--- src/rtl/mem_bus_pkg.sv ---
`default_nettype none
// mem_bus_pkg: shared bus widths, arbiter state encoding and the core-side request record.
// Revision: 1.0
package mem_bus_pkg;

  localparam int DEF_ADDR_WIDTH = 32;
  localparam int DEF_DATA_WIDTH = 32;
  localparam int STRB_WIDTH     = DEF_DATA_WIDTH / 8;

  typedef enum logic [1:0] {
    IDLE   = 2'd0,
    BUSY_I = 2'd1,
    BUSY_D = 2'd2
  } arb_state_t;

  typedef struct packed {
    logic                      we;
    logic [DEF_ADDR_WIDTH-1:0] addr;
    logic [DEF_DATA_WIDTH-1:0] wdata;
    logic [STRB_WIDTH-1:0]     wstrb;
  } bus_req_t;

endpackage
`default_nettype wire

--- src/rtl/mem_arbiter.sv ---
`default_nettype none
// mem_arbiter: shares one single-port memory between instruction fetch and load/store, with data priority, a fetch anti-starvation streak limit and an ack timeout.
// Revision: 1.0
module mem_arbiter
  import mem_bus_pkg::*;
#(
  parameter int ADDR_WIDTH     = DEF_ADDR_WIDTH,
  parameter int DATA_WIDTH     = DEF_DATA_WIDTH,
  parameter int MAX_D_STREAK   = 4,
  parameter int TIMEOUT_CYCLES = 64
) (
  input  logic                    clock,
  input  logic                    reset,
  input  logic                    if_req,
  input  logic [ADDR_WIDTH-1:0]   if_addr,
  output logic                    if_valid,
  output logic [DATA_WIDTH-1:0]   if_rdata,
  output logic                    if_err,
  input  logic                    d_req,
  input  logic                    d_we,
  input  logic [ADDR_WIDTH-1:0]   d_addr,
  input  logic [DATA_WIDTH-1:0]   d_wdata,
  input  logic [DATA_WIDTH/8-1:0] d_wstrb,
  output logic                    d_valid,
  output logic [DATA_WIDTH-1:0]   d_rdata,
  output logic                    d_err,
  output logic                    mem_req,
  output logic                    mem_we,
  output logic [ADDR_WIDTH-1:0]   mem_addr,
  output logic [DATA_WIDTH-1:0]   mem_wdata,
  output logic [DATA_WIDTH/8-1:0] mem_wstrb,
  input  logic [DATA_WIDTH-1:0]   mem_rdata,
  input  logic                    mem_ack
);

  localparam int              SW         = $clog2(MAX_D_STREAK + 1);
  localparam int              TW         = (TIMEOUT_CYCLES > 1) ? $clog2(TIMEOUT_CYCLES) : 1;
  localparam logic [SW-1:0]   STREAK_MAX = SW'(MAX_D_STREAK);
  localparam logic [TW-1:0]   T_LAST     = TW'((TIMEOUT_CYCLES > 0) ? TIMEOUT_CYCLES - 1 : 0);
  localparam bit              TIMEOUT_EN = (TIMEOUT_CYCLES > 0);

  arb_state_t    state;
  logic [SW-1:0] streak;
  logic [TW-1:0] tcnt;

  logic if_elig;
  logic d_elig;
  logic grant_i;
  logic grant_d;
  logic timed_out;

  // A request seen during its own valid cycle is the tail of the finished transfer.
  always_comb begin
    if_elig = if_req && !if_valid;
    d_elig  = d_req && !d_valid;
    grant_i = 1'b0;
    grant_d = 1'b0;
    if (state == IDLE) begin
      if (if_elig && d_elig) begin
        if (streak == STREAK_MAX) grant_i = 1'b1;
        else                      grant_d = 1'b1;
      end else begin
        grant_i = if_elig;
        grant_d = d_elig;
      end
    end
  end

  assign timed_out = TIMEOUT_EN && !mem_ack && (tcnt == T_LAST);

  always_ff @(posedge clock or negedge reset) begin
    if (!reset) begin
      state     <= IDLE;
      streak    <= '0;
      tcnt      <= '0;
      mem_req   <= 1'b0;
      mem_we    <= 1'b0;
      mem_addr  <= '0;
      mem_wdata <= '0;
      mem_wstrb <= '0;
      if_valid  <= 1'b0;
      if_rdata  <= '0;
      if_err    <= 1'b0;
      d_valid   <= 1'b0;
      d_rdata   <= '0;
      d_err     <= 1'b0;
    end else begin
      if_valid <= 1'b0;
      if_err   <= 1'b0;
      d_valid  <= 1'b0;
      d_err    <= 1'b0;
      case (state)
        IDLE: begin
          if (grant_i) begin
            state     <= BUSY_I;
            mem_req   <= 1'b1;
            mem_we    <= 1'b0;
            mem_addr  <= if_addr;
            mem_wdata <= '0;
            mem_wstrb <= '0;
            tcnt      <= '0;
          end else if (grant_d) begin
            state     <= BUSY_D;
            mem_req   <= 1'b1;
            mem_we    <= d_we;
            mem_addr  <= d_addr;
            mem_wdata <= d_wdata;
            mem_wstrb <= d_we ? d_wstrb : '0;
            tcnt      <= '0;
          end
          if (grant_i || !if_req)
            streak <= '0;
          else if (grant_d && if_elig && streak != STREAK_MAX)
            streak <= streak + SW'(1);
        end
        BUSY_I, BUSY_D: begin
          // An ack in the timeout cycle still completes normally.
          if (mem_ack || timed_out) begin
            mem_req <= 1'b0;
            state   <= IDLE;
            if (state == BUSY_I) begin
              if_valid <= 1'b1;
              if_err   <= !mem_ack;
              if_rdata <= mem_ack ? mem_rdata : '0;
            end else begin
              d_valid <= 1'b1;
              d_err   <= !mem_ack;
              d_rdata <= (mem_ack && !mem_we) ? mem_rdata : '0;
            end
          end else begin
            tcnt <= tcnt + TW'(1);
          end
        end
        default: state <= IDLE;
      endcase
    end
  end

endmodule
`default_nettype wire

--- config.mk ---
export PLATFORM = sky130hd
export DESIGN_NAME = mem_arbiter
export DESIGN_NICKNAME = d
export VERILOG_FILES = /design/src/rtl/mem_bus_pkg.sv /design/src/rtl/mem_arbiter.sv
export SDC_FILE = /design/constraint.sdc
export NUM_CORES = 1
export LEC_CHECK = 0
export BUFFER_PORTS_ARGS = -buffer_cell sky130_fd_sc_hd__buf_2
export CORE_UTILIZATION = 40
export DETAILED_ROUTE_END_ITERATION = 10
export PLACE_DENSITY = 0.8
export SLEW_MARGIN = 20
export SYNTH_ARGS = -nofsm -noshare
export SYNTH_HDL_FRONTEND = slang
export SYNTH_SLANG_ARGS = --single-unit
--- constraint.sdc ---
create_clock -name clock -period 3.5 [get_ports clock]
set_input_delay 0.35 -clock clock [delete_from_list [all_inputs] [get_ports clock]]
set_output_delay 0.35 -clock clock [all_outputs]
set_load 0.02 [all_outputs]
==> Word-level counts from Yosys, hierarchy flattened <==
Index checks and enable logic that the tools add are counted.
W data, S select, Z words.
{ "word_totals": {"regBits": 149, "word_cells": 94, "output_inout_bits": 138, "input_bits": 138} }
{ "op_classes": {"add_sub_neg": 2, "n_eq_ne": 8, "mux": 43, "n_reduce_logical": 26, "bitwise": 1} }
{ "op_table": {"columns": ["op", "count"], "rows": [
  ["$mux W32", 6],
  ["$mux W1", 23],
  ["$mux W6", 3],
  ["$mux W4", 3],
  ["$pmux W6 S2", 1],
  ["$reduce_and A3 Y1", 4],
  ["$logic_and A1 B1 Y1", 7],
  ["$add A6 B1 Y6 const B", 1],
  ["$eq A6 B6 Y1 const B", 1],
  ["$mux W2", 3],
  ["$mux W3", 2],
  ["$ne A3 B3 Y1 const B", 2],
  ["$reduce_and A2 Y1", 3],
  ["$reduce_bool A2 Y1", 3],
  ["$logic_not A1 Y1", 5],
  ["$ne A2 B2 Y1 const B", 2],
  ["$pmux W2 S2", 1],
  ["$add A3 B1 Y3 const B", 1],
  ["$eq A3 B3 Y1 const B", 1],
  ["$eq A2 B1 Y1 const B", 1],
  ["$eq A2 B2 Y1 const B", 1],
  ["$logic_not A2 Y1", 1],
  ["$logic_or A1 B1 Y1", 2],
  ["$pmux W1 S2", 1],
  ["2 further kinds", 2]
]} }

==> Longest topological paths before layout <==
{ "depth": {"ltp_word": 9, "depth_mapped": 8, "ltp_nobuf": 6} }

==> Worst setup path before layout <==
OpenSTA, ideal clock, no wires.
{ "synth_timing": {"path_type": "reg2reg", "start": "reg state[0]", "end": "reg d_rdata[10]", "synth_period_minus_slack_ps": 1682, "arrival_ps": 1548, "required_ps": 3366, "stages_incl_launch_ff": 8, "slack_ps": 1818, "setup_ps": 134, "path_buffers": 3, "cell_sequence": "dfrtp_1 inv_1 ha_1 buf_2 nand2b_1 clkbuf_1 clkbuf_1 o31ai_1"} }
{ "synth_between": {"elab_chain_len": 3, "word_cells_on_any_way": 5, "classes_between": "2 x eq/ne; 1 x bitwise; 2 x reduce/logical"} }
{ "synth_rtl": {"columns": ["element", "line", "source"], "rows": [
  ["start: declaration", "mem_arbiter.sv:42", "arb_state_t state;"],
  ["start signal: assignment", "mem_arbiter.sv:73", "state <= IDLE;"],
  ["start signal: assignment", "mem_arbiter.sv:95", "state <= BUSY_I;"],
  ["start signal: assignment", "mem_arbiter.sv:103", "state <= BUSY_D;"],
  ["$eq A2 B1 Y1 / $eq A2 B2 Y1 (equally long branches)", "mem_arbiter.sv:92, mem_arbiter.sv:121", null],
  ["$reduce_or A2 Y1 / $not A1 Y1 (equally long branches)", null, null],
  ["$reduce_and A3 Y1 (no source line) (*)", null, null],
  ["end signal: assignment", "mem_arbiter.sv:128", "d_rdata <= (mem_ack && !mem_we) ? mem_rdata : '0;"],
  ["end: declaration", "mem_arbiter.sv:25", "output logic [DATA_WIDTH-1:0] d_rdata,"]
]} }
Mark *: on every way between the ends. The rest lies on a longest branch, timed or not.
A chain may end at the register's enable or synchronous reset.

==> Worst setup path after layout <==
{ "layout_timing": {"start": "reg d_valid", "end": "reg mem_addr[5]"} }
{ "layout_between": {"elab_chain_len": 7, "word_cells_on_any_way": 10, "classes_between": "5 x mux; 5 x reduce/logical"} }
{ "layout_rtl": {"columns": ["element", "line", "source"], "rows": [
  ["start: declaration", "mem_arbiter.sv:24", "output logic d_valid,"],
  ["start signal: assignment", "mem_arbiter.sv:84", "d_valid <= 1'b0;"],
  ["start signal: assignment", "mem_arbiter.sv:90", "d_valid <= 1'b0;"],
  ["start signal: assignment", "mem_arbiter.sv:126", "d_valid <= 1'b1;"],
  ["$logic_not A1 Y1 (*)", "mem_arbiter.sv:55", "d_elig = d_req && !d_valid;"],
  ["$logic_and A1 B1 Y1 (*)", "mem_arbiter.sv:55", null],
  ["$logic_and A1 B1 Y1", "mem_arbiter.sv:59", "if (if_elig && d_elig) begin"],
  ["$mux W1", "mem_arbiter.sv:59", null],
  ["$mux W1", "mem_arbiter.sv:58", "if (state == IDLE) begin"],
  ["$reduce_bool A2 Y1 (no source line)", null, null],
  ["$reduce_and A2 Y1 (no source line)", null, null],
  ["end signal: assignment", "mem_arbiter.sv:98", "mem_addr <= if_addr;"],
  ["end signal: assignment", "mem_arbiter.sv:106", "mem_addr <= d_addr;"],
  ["end: declaration", "mem_arbiter.sv:29", "output logic [ADDR_WIDTH-1:0] mem_addr,"]
]} }
Marks and branches as above.

==> qor.yml <==
worst_setup_path:
  crit_buf_inv: 1
  critical_path.cell_chain: "and2b_4 > o21ai_4 > buf_4 > o21ai_0"
  crit_arrival_ns: 2.42
  cp.required_ns: 3.74
  critPathTopFamily: "buffers and inverters"
  regToRegEndpoint: "mem_addr[5]$_DFFE_PN0P_"
  rr_worst_depth: 4
  r2r_start: "d_valid$_DFF_PN0_"
  slowest_stage: "buf_4"
  reg2reg_slack_ns: 1.32
  start_kind: "register"
  cpPeakStageDelay_ns: 0.70
  endpoint_kind: "register"
  crit_fanout: 90
  crit_type: "reg -> reg"
yosys:
  synth_cell_types: 43
  synth_most_common_cell: "dfrtp_1"
  synth_seq_area_share: 0.5968
  syn-instance-count: 559
  async_flop_share: 1.000
  yosys-top-cells-count: "149 x dfrtp_1, 85 x nand2_1, 68 x o21ai_0"
  avgSynthCellArea_sq_um: 11.18
  synth_area_leader_cell: "dfrtp_1"
  ys_warn_count: 0
  synth_top_area_frac: 0.5968
  synth_edf_count: 0
  synth_top_cells_by_area: "dfrtp_1 60%, a22o_1 9.3%, o21ai_0 5.4%"
  ys_ff_latch: 149
  synth_ff_type: "dfrtp_1"
  syn_nets: 702
  syn_area_sq_mm: 0.006247
pwr:
  leakagePower_nw: 4.195
  vdd_drop_max_v: 0.0004328
  power_density_mw_per_mm2: 988.3
clock_tree:
  cts_buffers: 17
  cts_buffer_depth: 2
  clk_latency_ns: 0.41
  clock-root-buffer: "clkbuf_16"
  cts_hold_buf: 1
  htree_num_levels: 4
  cts_tree: "built"
  post_cts_resized: 0
  clk_pin_slew_worst_paths_ns: 0.06
  cts_sinks: 149
  post_cts.repair.setup_buffers: 0
timing:
  setup_violations: 0
  post-route-period-util: 0.6222
  rsz0062_at_grt: "false"
  hold_violations: 0
  setup_tns_ns: 0
  tightest_slew_ns: 0.7487
  fmax_ghz: 0.4592
  slew_viol_final: 0
  max_slew_margin: 0.5009
  period_minus_slack_ns: 2.178
  clock_skew_ns: 0.008945
cells_and_area:
  fill_cells: 1351
  area_delta_synth_final_pct: 32.59
  drive_gt1_frac: 0.3981
  fin_nets: 954
  multi_input_area_sq_mm: 0.002217
  antenna_cells: 0
  final_area_sq_mm: 0.008283
  post-route-util: 0.5449
  ff_latch_area_sq_mm: 0.003729
global_route:
  grt_first_pass_wirelength_um: 25900
  grt_max_degree: 91
  grt_pass1_vias: 5117
  grt_overflow: 0
  antenna_found_initial: 0
  groute.usage.overall: 0.2037
floorplanning:
  rows: 45
  initial_core_util: 0.4109
  die_x_um: 127.0
  core_sq_mm: 0.01520
  die_area_sq_mm: 0.01612
  die_h_um: 127.0
  io_pins: 276
run:
  max_cap_violations: 0
route:
  drc: 0
  routedWlPerCell_um: 15.76
  drt_iter0_markers: 409
  vias_per_cell: 5.247
  drtPass1Iterations: 4
  ant_nets: 0
  num_vias: 5310
  routed_wl_um: 15950
hold_path:
  whs_path_depth: 2
  holdCritPathClass: "in -> reg"
  worstHoldStart: "d_wdata[16]"
  hold_end: "mem_wdata[16]$_DFFE_PN0P_"
outcome:
  status: "complete, no violations"
placed_design:
  portBuffers: 275
  gp_congestion: 0.7754
  place_area_sq_mm: 0.007661
  post-dp-hpwl_um: 11090
==> registers in the layout (all words and copies together) (netlist names), 2 cells and up <==
register	count
d_rdata	32
state	2
mem_wstrb	4
if_rdata	32
mem_wdata	32
tcnt	6
mem_addr	32
streak	3
==> worst max path at each step <==
| stage | from | to | slack, ns | depth (start not counted) |
|---|---|---|---|---|
| CTS | state[0]$_DFFE_PN0P_ | d_rdata[11]$_DFFE_PN0P_ | 0.99 | 5 |
| detailed placement | state[0]$_DFFE_PN0P_ | d_rdata[11]$_DFFE_PN0P_ | 1.04 | 5 |
| finish | d_valid$_DFF_PN0_ | mem_addr[5]$_DFFE_PN0P_ | 1.32 | 4 |
| global placement | state[0]$_DFFE_PN0P_ | d_rdata[8]$_DFFE_PN0P_ | 1.16 | 5 |
| global route | d_valid$_DFF_PN0_ | mem_addr[5]$_DFFE_PN0P_ | 1.07 | 4 |
| floorplan | state[0]$_DFFE_PN0P_ | d_rdata[10]$_DFFE_PN0P_ | 1.82 | 7 |
==> cells by family (layout without fill, tap and decap cells) <==
kind of cell / count (synthesis) / in the layout / synth area share
AO/OA/AOI/OAI: 217 / 217 / 0.2443
adder cells (fa/ha/maj): 5 / 5 / 0.01001
buffers and inverters: 59 / 324 / 0.05027
flip-flops: 149 / 149 / 0.5968
multiplexers: 1 / 1 / 0.001802
AND/OR/NAND/NOR: 128 / 128 / 0.09674
==> layer usage <==
layer / global-route usage / routed length (um) / vias to the layer above
li1: - / - / 2573
met2: 0.3358 / 8039 / 154
met3: 0.04397 / 576 / 31
met4: 0.09384 / 442 / 0
met5: 0 / 0 / -
met1: 0.2579 / 6894 / 2552
==> metrics by stage <==
step | total power (W) | hold WS, ns | setup slack [ns] | std cells
2_1_floorplan | 0.005195 | 0.05441 | 1.818 | 559
3_3_place_gp | 0.006257 | 0.4346 | 1.157 | 979
3_5_place_dp | 0.006356 | 0.4343 | 1.037 | 979
4_1_cts | 0.008270 | 0.1282 | 0.9935 | 1012
5_1_grt | 0.008724 | 0.1280 | 1.067 | 1012
6_report | 0.008186 | 0.1508 | 1.322 | 1012
==> power breakdown <==
part	internal, W	switching, W	total [W]	leakage, nW
combinational	0.00120	0.00227	0.00346	2.00
clock	0.00114	0.000725	0.00186	0.284
sequential	0.00247	0.000391	0.00286	1.91
total	0.00480	0.00338	0.00819	4.20
==> placed cells by master, fill, tap and decap left out, types with 2 or more instances in the layout <==
cell,n
nor4b_1,2
a31oi_1,3
buf_2,274
clkbuf_1,2
o31ai_1,33
o21ai_0,68
nor2b_2,2
inv_8,2
nand2_1,85
dfrtp_1,149
inv_6,2
buf_4,7
ha_1,5
nand2b_4,2
a22o_1,66
nand3_1,14
inv_1,8
a21oi_1,2
nand4_1,2
bufinv_16,3
clkbuf_16,17
o22ai_1,33
nor2_1,3
o21ai_1,4
clkinvlp_4,4
nor3_1,6
==> area by class of cell <==
type	instances	area share
clock inverters	13	0.02100
multi-input cells	351	0.2677
repair buffers	284	0.1769
well taps	188	0.02840
inverters	8	0.003625
flip-flops and latches	149	0.4502
clock buffers	19	0.05227
Power figures use the tool's default switching activity.
